## config.mk

```make
export PLATFORM = sky130hd
export DESIGN_NAME = data_memory
export DESIGN_NICKNAME = d
export VERILOG_FILES = /design/src/rtl/dmem_pkg.sv /design/src/rtl/dmem_array.sv /design/src/rtl/data_memory.sv
export SDC_FILE = /design/constraint.sdc
export NUM_CORES = 2
export LEC_CHECK = 0
export BUFFER_PORTS_ARGS = -buffer_cell sky130_fd_sc_hd__buf_4
export CORE_MARGIN = 10
export CORE_UTILIZATION = 40
export DETAILED_ROUTE_END_ITERATION = 7
export HOLD_SLACK_MARGIN = 0.02
export PLACE_DENSITY = 0.51
export SKIP_CTS_REPAIR_TIMING = 1
export SLEW_MARGIN = 20
export SYNTH_ARGS = -nofsm -noshare
export SYNTH_HDL_FRONTEND = slang
export SYNTH_SLANG_ARGS = --single-unit
```

## constraint.sdc

```tcl
create_clock -name CLK -period 5.2 [get_ports CLK]
set_clock_uncertainty 0.2 [all_clocks]
set_input_delay 0.52 -clock CLK [delete_from_list [all_inputs] [get_ports CLK]]
set_output_delay 0.52 -clock CLK [all_outputs]
set_load 0.005 [all_outputs]
```

## src/rtl/dmem_pkg.sv

```systemverilog
// rtl/dmem_pkg.sv - shared types and default sizing for the data memory slice
package dmem_pkg;

    localparam int DMEM_DATA_W  = 8;
    localparam int DMEM_ADDR_W  = 8;
    localparam int DMEM_DEPTH   = 256;
    localparam int DMEM_LATENCY = 5;

    typedef enum logic [1:0] {
        IDLE = 2'd0,
        BUSY = 2'd1,
        DONE = 2'd2
    } state_t;

    typedef enum logic {
        OP_READ  = 1'b0,
        OP_WRITE = 1'b1
    } op_t;

endpackage

```

## src/rtl/dmem_array.sv

```systemverilog
// rtl/dmem_array.sv - DEPTH x DATA_W storage, sync write, registered sync read, sync clear
module dmem_array #(
    parameter int DATA_W = 8,
    parameter int DEPTH  = 256,
    parameter int IDX_W  = 8
) (
    input  logic              CLK,
    input  logic              RESET,
    input  logic              we,
    input  logic              re,
    input  logic [IDX_W-1:0]  addr,
    input  logic [DATA_W-1:0] wdata,
    output logic [DATA_W-1:0] rdata
);

    logic [DATA_W-1:0] mem [DEPTH];

    always_ff @(posedge CLK) begin
        if (RESET) begin
            for (int i = 0; i < DEPTH; i++) begin
                mem[i] <= '0;
            end
            rdata <= '0;
        end else begin
            if (we) begin
                mem[addr] <= wdata;
            end
            // rdata only moves on a completed read, so it holds across writes
            if (re) begin
                rdata <= mem[addr];
            end
        end
    end

endmodule

```

## src/rtl/data_memory.sv

```systemverilog
// rtl/data_memory.sv - fixed-latency load/store responder; DMEM_ERR_EN adds ERR and rejects READ&WRITE
module data_memory
    import dmem_pkg::*;
#(
    parameter int DATA_W  = DMEM_DATA_W,
    parameter int ADDR_W  = DMEM_ADDR_W,
    parameter int DEPTH   = DMEM_DEPTH,
    parameter int LATENCY = DMEM_LATENCY
) (
    input  logic              CLK,
    input  logic              RESET,
    input  logic              READ,
    input  logic              WRITE,
    input  logic [ADDR_W-1:0] ADDRESS,
    input  logic [DATA_W-1:0] WRITEDATA,
    output logic [DATA_W-1:0] READDATA,
`ifdef DMEM_ERR_EN
    output logic              ERR,
`endif
    output logic              BUSYWAIT
);

    localparam int IDX_W = (DEPTH > 1) ? $clog2(DEPTH) : 1;
    localparam int CNT_W = (LATENCY > 1) ? $clog2(LATENCY) : 1;

    state_t            state;
    op_t               op_q;
    logic [CNT_W-1:0]  cnt;
    logic [IDX_W-1:0]  addr_q;
    logic [DATA_W-1:0] wdata_q;
    logic              accept;
    logic              finish;

`ifdef DMEM_ERR_EN
    logic err_q;

    assign accept = (state == IDLE) && (READ ^ WRITE);

    always_ff @(posedge CLK) begin
        if (RESET) begin
            err_q <= 1'b0;
        end else if ((state == IDLE) && READ && WRITE) begin
            err_q <= 1'b1;
        end
    end

    assign ERR = err_q;
`else
    assign accept = (state == IDLE) && (READ || WRITE);
`endif

    assign BUSYWAIT = accept || (state == BUSY);
    assign finish   = (state == BUSY) && (cnt == '0);

    always_ff @(posedge CLK) begin
        if (RESET) begin
            state   <= IDLE;
            cnt     <= '0;
            op_q    <= OP_READ;
            addr_q  <= '0;
            wdata_q <= '0;
        end else begin
            unique case (state)
                IDLE: begin
                    if (accept) begin
                        // WRITE wins when both are high (only reachable without DMEM_ERR_EN)
                        op_q    <= WRITE ? OP_WRITE : OP_READ;
                        addr_q  <= ADDRESS[IDX_W-1:0];
                        wdata_q <= WRITEDATA;
                        cnt     <= CNT_W'(LATENCY - 1);
                        state   <= BUSY;
                    end
                end
                BUSY: begin
                    if (cnt == '0) begin
                        state <= DONE;
                    end else begin
                        cnt <= cnt - 1'b1;
                    end
                end
                DONE:    state <= IDLE;
                default: state <= IDLE;
            endcase
        end
    end

    dmem_array #(
        .DATA_W (DATA_W),
        .DEPTH  (DEPTH),
        .IDX_W  (IDX_W)
    ) u_array (
        .CLK   (CLK),
        .RESET (RESET),
        .we    (finish && (op_q == OP_WRITE)),
        .re    (finish && (op_q == OP_READ)),
        .addr  (addr_q),
        .wdata (wdata_q),
        .rdata (READDATA)
    );

endmodule
```

---- Yosys cells after proc, flatten, opt, wreduce, memory -nomap -nowiden ----
Memory sizes are Yosys's and may differ from the RTL's. A register that Yosys moved wholly into a read port is not among the register bits.
Index checks and enable logic that the tools add are counted.
cells by class
  $add $sub $neg .......................... 1
  equal/unequal tests ..................... 4
  mux-type cells .......................... 15
  bitwise operators ....................... 1
  reduce and logical (&&, ||, !) cells .... 13
operators by type and width
  cell                                                   number
  2-to-1 mux 8 bit                                       2
  OR reduction 8 bit                                     1
  2-to-1 mux 1 bit                                       7
  2-to-1 mux 3 bit                                       2
  case mux 3 bit (2 select lines)                        1
  logical AND 1 bit                                      4
  2-to-1 mux 2 bit                                       2
  inequality test 2 bit, second input constant           2
  case mux 2 bit (2 select lines)                        1
  AND reduction 2 bit                                    2
  zero test 3 bit                                        1
  AND reduction 3 bit                                    1
  subtractor 3 x 1 -> 3 bit, second input constant       1
  equality test 2 x 1 -> 1 bit, second input constant    1
  zero test 2 bit                                        1
  logical OR 1 bit                                       2
  inequality test 2 x 1 -> 1 bit, second input constant  1
  nonzero test 2 bit                                     1
  NOT 1 bit                                              1
storage, ports and cells
  register bits after elaboration ......... 22
  RAM bits ................................ 2048
  input bits .............................. 20
  output and inout bits ................... 9
  memories kept ........................... 1
memory list
  name         words  bits a word  read ports  clocked after memory_dff  write ports  RTL line          source
  u_array.mem  256    8            1           1                         256          dmem_array.sv:16  logic [DATA_W-1:0] mem [DEPTH];

---- Logic depth before layout (Yosys ltp) ----
  depth after elaboration ................. 8
  mapped depth ............................ 13
  depth with buffers taken out ............ 9

---- Modules after synthesis ----
A second synthesis with hierarchy kept.
unflattened totals
  cell total of the unflattened synthesis .. 6544
  area total of the unflattened synthesis .. 97038.1 µm²
modules (own cells, without submodules)
  module       instances  cells an instance  area each (µm²)
  dmem_array   1          6432               96078.4
  data_memory  1          112                959.7

---- Worst setup path before layout ----
OpenSTA, ideal clock, no wires.
  path type ............................... in2reg
  from .................................... input port RESET
  to ...................................... memory u_array.mem[50][0], enable pin
  arrival time ............................ 2.235 ns
  setup slack ............................. 2.435 ns
  stages .................................. 8
  buffers on the path ..................... 2
  cells stage by stage .................... clkbuf_1 > nor3_1 > nand2_1 > nor3_1 > nand2_1 > buf_2 > nor2_1 > or2_1
RTL lines
  item             RTL line           source
  start, declared  data_memory.sv:11  input logic RESET,
  end, declared    dmem_array.sv:16

==> reports/qor.log <==
[status] status finished, final reports clean
[power] pwr dens 361 nW/µm²
[logic_synthesis] post-synthesis register bit count 2,078
[clocking] Sinks on Clock Net 2,078
[power] worst vdd ir 0.382 mV
[route] Detailed Routing Iterations Pass 1 5
[route] WL per Instance 30.6 µm
[route] via density per instance 5.60
[global_route] global-route wire length before repair 430,000 µm
[clocking] Clock Latency Late Sink 0.88 ns
[critical_path] data arrival at the endpoint of the critical path 4.96 ns
[global_route] initial antenna violation count 13
[finish] total number of nets in the final design 6,501
[critical_path] CP Capture Type flop
[floorplan] floorplan die width 511 µm
[logic_synthesis] async set-reset flop share out of synthesis 0%
[placed_design] sum of net half-perimeters after detailed placement 195,000 µm
[sta] final sum of negative setup slack 0 ns
[finish] Layout area overhead 11.8%
[floorplan] initial standard-cell utilization of the core 40.2%
[floorplan] die area 261,000 µm²
[logic_synthesis] Yosys top cell area share 63.7%
[logic_synthesis] Post-Synth Simple-Gate Area 18.1%
[sta] unrepaired setup endpoints after global routing no
[floorplan] Std-Cell Core Area 240,000 µm²
[global_route] pin count of the biggest net entering global routing 139
[critical_path] flop2flop setup slack 0.76 ns
[min_path] Hold/Removal Path Class in2reg
[run] MaxCap Viol Count 0
[finish] Final Non-Filler Cells 9,860
[sta] number of failing hold endpoints at the final stage 0
[critical_path] r2r endpoint u_array.rdata[2]
[logic_synthesis] EDFF count, synth 2,048
[clocking] cts bufs inserted 222
[critical_path] startpoint of the lowest-slack register-to-register path addr_q[1]
[logic_synthesis] Post-Synth XOR/XNOR Area 0.00907%
[power] leak pwr 37.6 nW
[logic_synthesis] Synth warnings 0
[logic_synthesis] adder-cell share of the synthesized area 0.0259%
[sta] achievable clock frequency 225 MHz
[route] Routed Antenna Nets 0
[clocking] clock slew at reported path FFs 0.06 ns
[min_path] Hold Path Cell Cnt 4
[placed_design] post-place setup slack 0.817 ns
[logic_synthesis] synth top area cells sky130_fd_sc_hd__edfxtp_1 64%, sky130_fd_sc_hd__and2_1 13%, sky130_fd_sc_hd__mux4_2 11%
[placed_design] cell count after placement 9,414
[logic_synthesis] net count after synthesis 6,499
[critical_path] number of cells on the worst reg-to-reg path 10
[route] count of vias placed by the detailed router 55,200
[finish] number of inserted filler cells in the final layout 21,000
[global_route] number of global-route vias before repair 54,900
[critical_path] highest fanout seen on the critical path 21
[min_path] Hold Crit Endpoint cnt[2]
[logic_synthesis] sequential fraction of the synthesis area 64.3%
[logic_synthesis] post-synthesis instance area 96,500 µm²
[sta] final setup slack of the worst path 0.758 ns
[clocking] clock root cell sky130_fd_sc_hd__clkbuf_16
[route] remaining routing DRC violations 0
[global_route] remaining global-route overflow 0
[route] number of DRC violations after detailed-routing iteration 0 5,792
[logic_synthesis] post-synthesis cell count 6,477
[finish] multi-input gate area in the final layout 32,100 µm²
[power] post-layout total power 39.0 mW
[route] Final Routed Wirelength 302,000 µm
[floorplan] vertical extent of the die 511 µm
[logic_synthesis] largest area contributor in the synthesized netlist sky130_fd_sc_hd__edfxtp_1
[sta] final setup fails 0
[floorplan] Site Rows 180
[sta] final-report max-slew violation count 0
[floorplan] number of primary I/O pins 29
[logic_synthesis] synthesized-area fraction occupied by ao, oa, aoi and oai cells 2.06%
[clocking] # H-tree levels 4
[global_route] total routing resource utilization after global routing 22.6%
[sta] worst slew margin relative to its limit 27.7%
[clocking] TritonCTS clock tree done
[min_path] hold path startpoint READ
[logic_synthesis] multiplexer share of the synthesized area 13.0%
[logic_synthesis] dominant combinational cell family by area after synthesis simple AND/OR/NAND/NOR gates
[logic_synthesis] post-synth cell types 76
[critical_path] data required time at the worst endpoint 5.71 ns
[finish] share of cells above drive strength 1 20.5%
[finish] area occupied by registers 62,200 µm²
[clocking] clock buffer depth 3
[critical_path] kind of critical path reg2reg
[logic_synthesis] ys flop type sky130_fd_sc_hd__edfxtp_1
[critical_path] CP startpoint kind flop
[sta] slew at the pin closest to its max-slew limit 1.08 ns
[sta] period utilization 85.4%
[logic_synthesis] average cell area after synthesis 14.9 µm²
[placed_design] Routability Congestion 0.858
[placed_design] # port buffers 28
[sta] final period demand of the worst path 4.44 ns
[placed cells by master, fill, tap and decap left out, drive strengths merged, types with 25 or more instances in the layout]
cell	instances
o21ai	28
nand4	28
o22ai	49
dlygate4sd3	26
mux4	475
clkinv	92
edfxtp	2048
clkbuf	290
dfxtp	30
nand2	163
nor2	301
mux2i	167
a22oi	43
nand3	64
a211oi	25
buf	242
and2	2051
or2	257
a21oi	53
[worst max-delay path: stages, from the launching register on]
cell	delay, ns
sky130_fd_sc_hd__dfxtp_4	0.79
sky130_fd_sc_hd__buf_12	0.30
sky130_fd_sc_hd__buf_4	0.27
sky130_fd_sc_hd__mux2i_1	0.37
sky130_fd_sc_hd__a211oi_1	0.15
sky130_fd_sc_hd__a22oi_1	0.44
sky130_fd_sc_hd__o211ai_1	0.13
sky130_fd_sc_hd__or4_1	0.42
sky130_fd_sc_hd__nor4_1	0.78
sky130_fd_sc_hd__buf_4	0.25
sky130_fd_sc_hd__o31ai_1	0.07
[cell families after synthesis]
logic type / count (synthesis)
AO/OA/AOI/OAI: 291
XOR/XNOR: 1
adder cells (fa/ha/maj): 2
buffers and inverters: 496
flip-flops: 2078
multiplexers: 657
AND/OR/NAND/NOR: 2952
[Yosys cell counts (all sizes together) (5+ instances only)]
master   number
dfxtp        30
mux2         15
clkbuf      312
o22ai        49
nor4          5
mux2i       167
a22oi        43
or2         257
buf         178
o211ai        8
o22a          6
o221ai        5
o2111ai       6
a21oi        53
nor2        301
nand4        28
nand3b        5
o21ai        28
edfxtp     2048
a211oi       25
or3           6
nor3         16
a22o          5
mux4        475
and2       2051
nand2       163
o311ai        5
inv           5
a31oi        18
a2111oi       5
nand2b       14
a32oi         7
nor2b        21
nand3        64
[how the worst max path moves through the flow]
stage,from,endpoint,slack (ns),cells after the start
2_1_floorplan,RESET,u_array.mem[50][0],2.44,8
3_3_place_gp,addr_q[7],u_array.mem[2][2],0.60,4
3_5_place_dp,addr_q[1],u_array.rdata[2],0.82,10
4_1_cts,addr_q[1],u_array.rdata[2],0.78,10
5_1_grt,addr_q[1],u_array.rdata[2],0.66,10
6_report,addr_q[1],u_array.rdata[2],0.76,10
[power breakdown]
part	leakage (nW)	internal, mW	switching [mW]
sequential	21.4	18.9	0.417
combinational	12.8	1.36	2.67
clock	3.41	8.76	6.84
[through the flow]
stage / hold slack (ns) / cell area, µm² / utilization [%]
final: 0.0691 / 108000 / 44.9
after global routing: 0.0456 / 108000 / 44.9
after CTS: -0.413 / 108000 / 44.8
after detailed placement: 0.281 / 101000 / 41.9
after global placement: 0.290 / 101000 / 41.9
after floorplan: 0.254 / 96500 / -
[final cells by class]
cell class / count / area share (%)
diodes: 10 / 0.0232
clock buffers: 290 / 5.54
clock inverters: 120 / 0.966
inverters: 6 / 0.0232
multi-input cells: 3903 / 29.8
flip-flops and latches: 2078 / 57.6
well taps: 3185 / 3.69
repair buffers: 268 / 2.37
[routing by layer]
| metal | routed length (µm) | vias to the layer above | share of wire [%] | GRT usage, % |
|---|---|---|---|---|
| met5 | 34 | - | 0.011 | 0 |
| li1 | - | 23700 | - | - |
| met2 | 139000 | 1966 | 46 | 35.1 |
| met3 | 19300 | 445 | 6.4 | 3.92 |
| met1 | 134000 | 29100 | 44 | 32.4 |
| met4 | 9820 | 6 | 3.2 | 6.88 |
[state kept, by name (all words and copies together) (netlist names)]
register and flops:
state 2, cnt 3, addr_q 8, wdata_q 8, u_array.mem 2048, u_array.rdata 8, op_q 1
Power figures use the tool's default switching activity.
